File: config.mk
export PLATFORM = sky130hd
export DESIGN_NAME = spiker_reader
export DESIGN_NICKNAME = d
export VERILOG_FILES = /design/src/rtl/spiker_adapter_pkg.sv /design/src/rtl/spiker_adapter_reg_pkg.sv /design/src/rtl/spiker_reader.sv
export SDC_FILE = /design/constraint.sdc
export NUM_CORES = 2
export LEC_CHECK = 0
export CORE_AREA = 2 2 633 635
export CTS_BUF_LIST = sky130_fd_sc_hd__clkbuf_4 sky130_fd_sc_hd__clkbuf_8
export DETAILED_ROUTE_END_ITERATION = 7
export DIE_AREA = 0 0 635 637
export GPL_TIMING_DRIVEN = 0
export PLACE_DENSITY = 0.3
export SLEW_MARGIN = 20
export SYNTH_ARGS = -nofsm -noshare
export SYNTH_HDL_FRONTEND = slang
export SYNTH_SLANG_ARGS = --single-unit
File: constraint.sdc
create_clock -name clk_i -period 7.35 [get_ports clk_i]
set_input_delay 1.1025 -clock clk_i [delete_from_list [all_inputs] [get_ports clk_i]]
set_output_delay 1.1025 -clock clk_i [all_outputs]
set_load 0.005 [all_outputs]
File: src/rtl/spiker_adapter_pkg.sv
// spiker_adapter_pkg: shared spiker adapter defaults and reader FSM state type
package spiker_adapter_pkg;
  localparam int SPIKER_WIDTH = 32;
  localparam int SPIKER_N_SPIKES = 784;
  localparam int SPIKER_N_REG = 25;
  typedef enum logic [1:0] {IDLE, LOAD, OFFER} spiker_state_e;
endpackage

File: src/rtl/spiker_adapter_reg_pkg.sv
// spiker_adapter_reg_pkg: register file to hardware view of the spike input registers
package spiker_adapter_reg_pkg;
  typedef struct packed {
    logic [spiker_adapter_pkg::SPIKER_WIDTH-1:0] q;
  } spiker_adapter_reg2hw_spikes_input_mreg_t;
  typedef struct packed {
    spiker_adapter_reg2hw_spikes_input_mreg_t [spiker_adapter_pkg::SPIKER_N_REG-1:0] spikes_input;
  } spiker_adapter_reg2hw_t;
endpackage

File: src/rtl/spiker_reader.sv
// spiker_reader: copies N_REG spike words into one vector and offers it to the spiker; SPIKER_READER_PAD_MASK_EN zeroes the pad bits above N_SPIKES
module spiker_reader
  import spiker_adapter_pkg::*;
  import spiker_adapter_reg_pkg::*;
#(
  parameter int WIDTH = SPIKER_WIDTH,
  parameter int N_SPIKES = SPIKER_N_SPIKES,
  parameter int N_REG = SPIKER_N_REG,
  parameter int DATA_WIDTH = 800
) (
  input  logic                   clk_i,
  input  logic                   rst_i,
  input  logic                   test_mode_i,
  input  spiker_adapter_reg2hw_t reg_file_to_ip,
  input  logic                   start_i,
  output logic [DATA_WIDTH-1:0]  data_in_o,
  output logic                   data_valid_o,
  input  logic                   spiker_ready_i,
  output logic                   busy_o,
  output logic                   done_o
);
  localparam int CW = N_REG > 1 ? $clog2(N_REG) : 1;
  localparam logic [CW-1:0] LAST = CW'(N_REG - 1);
  if (DATA_WIDTH != N_REG * WIDTH || N_SPIKES > DATA_WIDTH) begin : g_bad_cfg
    $error("spiker_reader: DATA_WIDTH must equal N_REG*WIDTH and N_SPIKES must not exceed DATA_WIDTH");
  end
  if (WIDTH != SPIKER_WIDTH || N_REG > SPIKER_N_REG) begin : g_bad_reg
    $error("spiker_reader: WIDTH/N_REG do not fit the register file view");
  end
  spiker_state_e state_q, state_d;
  logic [CW-1:0] cnt_q, cnt_d;
  logic [DATA_WIDTH-1:0] data_q, data_d;
  logic valid_q, valid_d, done_q, done_d, fire, unused_test_mode;
  assign unused_test_mode = test_mode_i;
  assign fire = state_q == OFFER && valid_q && spiker_ready_i;
  always_comb begin
    state_d = state_q == IDLE ? (start_i ? LOAD : IDLE) :
              state_q == LOAD ? (cnt_q == LAST ? OFFER : LOAD) :
              (fire ? IDLE : OFFER);
    cnt_d = state_q != LOAD ? '0 : cnt_q == LAST ? cnt_q : cnt_q + 1'b1;
    valid_d = state_q == OFFER && !fire;
    done_d = fire;
    data_d = data_q;
    if (state_q == LOAD) data_d[cnt_q*WIDTH +: WIDTH] = reg_file_to_ip.spikes_input[cnt_q].q;
  end
  always_ff @(posedge clk_i) begin
    if (rst_i) begin
      state_q <= IDLE;
      cnt_q <= '0;
      data_q <= '0;
      valid_q <= 1'b0;
      done_q <= 1'b0;
    end else begin
      state_q <= state_d;
      cnt_q <= cnt_d;
      data_q <= data_d;
      valid_q <= valid_d;
      done_q <= done_d;
    end
  end
`ifdef SPIKER_READER_PAD_MASK_EN
  localparam logic [DATA_WIDTH-1:0] PAD_MASK = ~({DATA_WIDTH{1'b1}} << N_SPIKES);
  assign data_in_o = data_q & PAD_MASK;
`else
  assign data_in_o = data_q;
`endif
  assign data_valid_o = valid_q;
  assign busy_o = state_q != IDLE;
  assign done_o = done_q;
endmodule
Word-level counts from Yosys, hierarchy flattened
Index checks and enable logic that the tools add are counted.
{"block": "op_classes", "add_sub_neg": 2, "n_lt_le_gt_ge": 1, "eq_ne": 4, "shifts": 2, "n_mux": 8, "reduce_logical": 7}
{"cell": "800-bit bitwise mux", "n": 1}
{"cell": "32-bit by 34-bit variable shift with 800-bit output, first input constant", "n": 1}
{"cell": "32-bit by 34-bit variable part select with 800-bit output", "n": 1}
{"cell": "32-bit binary-select mux with 5-bit select", "n": 1}
{"cell": "10-bit negation with 34-bit output", "n": 1}
{"cell": "32-bit two-way mux", "n": 1}
{"cell": "2-bit two-way mux", "n": 4}
{"cell": "5-bit by 6-bit less-than comparator with 1-bit output, second input constant", "n": 1}
{"cell": "5-bit by 1-bit adder with 5-bit output, second input constant", "n": 1}
{"cell": "5-bit == test, second input constant", "n": 1}
{"cell": "1-bit logical AND", "n": 3}
{"cell": "2-bit by 1-bit == test with 1-bit output, second input constant", "n": 1}
{"cell": "2-bit == test, second input constant", "n": 1}
{"cell": "2-bit zero test", "n": 1}
{"cell": "2-bit by 1-bit != test with 1-bit output, second input constant", "n": 1}
{"cell": "2-bit nonzero test", "n": 1}
{"cell": "2-bit OR reduction", "n": 1}
{"cell": "1-bit zero test", "n": 1}
{"cell": "1-bit two-way mux", "n": 1}
{"block": "totals", "reg_bits": 809, "inputBits": 805, "out_inout_bits": 803, "elab_cells": 29}

Longest topological paths before layout
{"block": "depth", "ltp_word": 6, "ltp_mapped": 17, "mapped_depth_nobuf": 9}

Worst setup path before layout
Ideal clock, no wire load.
{"block": "synth_path", "path_kind": "reg2reg", "startpoint": "register cnt_q[0]", "endpoint": "register data_q[739], in the netlist data_in_o[739]", "t_arrival_ps": 3710, "slack_ps": 3539, "path_stages_with_launch": 16, "n_path_buf": 6, "synth_period_minus_slack_ps": 3811, "path_cell_list": "dfxtp_1 -> buf_2 -> buf_4 -> buf_4 -> buf_2 -> inv_1 -> ha_1 -> nor2b_1 -> and2_1 -> ha_1 -> or3b_1 -> clkbuf_1 -> a211oi_2 -> nand3_1 -> clkbuf_1 -> o41ai_1"}
{"block": "synth_between", "elab_chain_cells": 4}
{"element": "from (decl)", "line_no": "spiker_reader.sv:31", "text": "logic [CW-1:0] cnt_q, cnt_d;"}
{"element": "from (signal assigned)", "line_no": "spiker_reader.sv:55", "text": "cnt_q <= cnt_d;"}
{"element": "32-bit binary-select mux with 5-bit select", "line_no": "spiker_reader.sv:44", "text": "if (state_q == LOAD) data_d[cnt_q*WIDTH +: WIDTH] = reg_file_to_ip.spikes_input[cnt_q].q;"}
{"element": "32-bit two-way mux (implied by the code)", "line_no": "spiker_reader.sv:44"}
{"element": "32-bit by 34-bit variable part select with 800-bit output", "line_no": "spiker_reader.sv:44"}
{"element": "800-bit bitwise mux (*)", "line_no": "spiker_reader.sv:44"}
{"element": "to (signal assigned)", "line_no": "spiker_reader.sv:56", "text": "data_q <= data_d;"}
{"element": "to (decl)", "line_no": "spiker_reader.sv:32", "text": "logic [DATA_WIDTH-1:0] data_q, data_d;"}
Mark *: on every way between the ends. The rest lies on a longest branch, timed or not. The select of a mux whose other input is x is not followed.
A chain may end at the register's enable or synchronous reset.

Worst setup path in the final report
{"block": "layout_path", "startpoint": "register cnt_q[0]", "endpoint": "register data_q[775], in the netlist data_in_o[775]"}
The elaborated chain is that of the path after synthesis.

==> run metrics <==
fin area 0.0691 mm²; CP Data Arrival Time between 7000 and 8000 ps; Min-Delay Path Class reg -> reg; delay-heaviest family, CP buffers and inverters; Worst Path Buf+Inv 9; hpwl dp 429 mm; placed instance count about 11000; max cap viols 0; DRC Markers 0; total I/O pin count roughly 1600; vias in the first global route slightly above 50000; CTS tree built; Max VDD drop 0.000119 V; Final Util approximately 17%; slowest stage delay, CP approximately 760 ps; Post-DRT Antenna Nets 0; Worst Reg-to-Reg Cells 16; grt total ovfl 0; full die area 0.404 mm²; die width around 640 µm; CTS clk-pin slew, worst paths 50 ps; fin cells about 11000; core area slightly below 0.4 mm²; Filler Cell Count between 40000 and 50000; area leader, netlist dfxtp_1; Routed WL 514 mm; vias per std cell ~4.5; largest net degree at the start of global routing 14; Core Rows around 230; Power, Total about 11 mW; Starting Density 9.99%; worst setup margin 489 ps; clk_skew between 100 and 150 ps; Hold EP data_valid_o; setup repair bufs after CTS 0; Slew HR 12.4%; Worst Hold Depth 1; Top FF cell, synth dfxtp_1; Max Clk Rate 0.146 GHz; asr flop ratio synth 0%; slowest cell on the critical path clkbuf_1; CP endpoint kind register; worst slack, placed approximately 400 ps; initial antenna violation count approximately 130; period utilisation layout 93.3%; post-CTS sizing 0; post-synthesis sequential area ratio between 40% and 50%; Synth top cells by count 809 x dfxtp_1, 768 x o41ai_1, 704 x o311ai_0; area grow syn2layout 73.8%; mapped cell area about 0.04 mm²; Tot GR Track Use 24.3%; most used cell, CP clkbuf_1; Final Hold Vio Count 0; Worst Setup Start Kind register; DR WL/cell about 45 µm; CTS buffer count ~170; vias approximately 51000; Avg Cell Area, Syn 10.1 µm²; Synth top area share about two fifths; status completed; Pins Over Slew Limit 0; RSZ-0062 raised after global routing false; Sink Count 809; Ys Warns 0; RePlAce Congestion roughly 0.95; PD cells about 170 mW/mm²; hold path startpoint data_valid_o; DRT Pass-1 Iters 5; Worst Setup Path Type reg -> reg; Reg2Reg Launch Point cnt_q[0]; DR iter-0 viols about 5000; Die H 637 µm; critical path peak fanout 11; CTS root buffer clkbuf_8; worst reg2reg setup slack a little under 500 ps; clk buf depth 4; worst setup path start cnt_q[0]; Gate Count Post-Synth just under 4000; # port buffers roughly 1600; Mapped Nets between 4000 and 5000; RR Endpoint data_in_o[775]; final net count approximately 6600; Cell variety after synth slightly above 50; share of cells above drive strength 1 between 10% and 20%; CTS Hold Bufs 0; largest cells by area after synthesis dfxtp_1 41%, o41ai_1 17%, o311ai_0 16%; first-pass GRT wire length 633 mm; DP Area 0.0654 mm²; Worst Tran Pin Value around 1300 ps; CP required between 8000 and 9000 ps; most common cell in the netlist dfxtp_1; Total Negative Setup Slacks 0 ps; P_leak 20.8 nW; WHS 460 ps; final setup fails 0; Worst-Skew Late Latency 1020 ps; Synth Register Bits roughly 810; post-route minimum period just under 7000 ps; number of synthesized flops with an enable pin 0; CP Cell Sequence buf_2, buf_4, buf_4, buf_2, inv_1, ha_1, nor2b_1, and2_1, ha_1, or3b_1, clkbuf_1, clkbuf_2, clkbuf_1, clkbuf_1, o311ai_0, o41ai_1; CTS H-tree lvls 4
cell families (layout without fill, tap and decap cells):
group / Yosys count / in the layout / share of synthesized area, %
muxes: 353 / 353 / 9.90
xor gates and xnor gates: 6 / 6 / 0.179
DFF: 809 / 809 / 40.8
other: 0 / 113 / 0
buffers and inverters: 751 / 2739 / 7.78
adders and majority gates: 3 / 3 / 0.0945
and+or+nand+nor: 153 / 153 / 2.08
AOI/OAI and AO/OA: 1868 / 1868 / 39.2
power by group:
group | internal (mW) | switching [mW]
Combinational | 0.690 | 1.15
Clock | 2.77 | 2.39
Sequential | 4.40 | 0.0127
Total | 7.86 | 3.56
state kept, by name, summed over array words and instances (netlist names):
name          count
data_in_o       800
cnt_q             5
state_q           2
data_valid_o      1
done_o            1
worst max path at each step:
stage	cells past startpoint	end	slack (ps)
2_1_floorplan	15	data_in_o[739]	3540
3_3_place_gp	15	data_in_o[524]	-90
3_5_place_dp	16	data_in_o[773]	400
4_1_cts	17	data_in_o[28]	330
5_1_grt	16	data_in_o[775]	220
6_report	16	data_in_o[775]	490
layout make-up:
| class | count | area [µm²] | area share [%] |
|---|---|---|---|
| diodes | 113 | 283 | 0.409 |
| plain buffers | 713 | 3010 | 4.35 |
| clock buffers | 259 | 3180 | 4.61 |
| clock inverters | 23 | 168 | 0.243 |
| inverters | 38 | 143 | 0.207 |
| multi-input cells | 2383 | 21400 | 31.0 |
| flip-flops and latches | 809 | 16200 | 23.4 |
| well taps | 5265 | 6590 | 9.54 |
| repair buffers | 1706 | 18100 | 26.2 |
routing by layer:
| metal | share of wire, % | global-route usage, % |
|---|---|---|
| met5 | 0.011 | 0 |
| met4 | 6.7 | 14.0 |
| met2 | 50 | 43.5 |
| met3 | 7.9 | 7.27 |
| met1 | 35 | 25.0 |
cell usage in the layout, fill, tap and decap left out, types with 8 or more instances in the layout:
cell | Yosys | final
a221oi_1 | 32 | 32
buf_12 | 0 | 36
buf_6 | 6 | 21
a22oi_1 | 128 | 128
buf_2 | 119 | 121
nor2_1 | 47 | 47
nand3_1 | 12 | 11
clkdlybuf4s50_1 | 0 | 1605
nand2b_1 | 34 | 34
nor2b_1 | 8 | 8
nand4_1 | 15 | 15
buf_4 | 20 | 22
buf_8 | 0 | 14
dfxtp_1 | 809 | 809
o21ai_0 | 29 | 29
mux2i_1 | 321 | 315
buf_16 | 0 | 33
inv_1 | 38 | 38
a21oi_4 | 0 | 74
mux4_2 | 32 | 32
o41ai_1 | 768 | 768
clkinv_2 | 0 | 15
a21oi_2 | 0 | 22
clkbuf_4 | 1 | 62
a211oi_1 | 32 | 32
clkbuf_8 | 0 | 198
nand2_1 | 12 | 12
diode_2 | 0 | 113
o211ai_1 | 64 | 64
clkbuf_1 | 561 | 518
o311ai_0 | 704 | 704
clkbuf_2 | 1 | 44
Power figures use the tool's default switching activity.
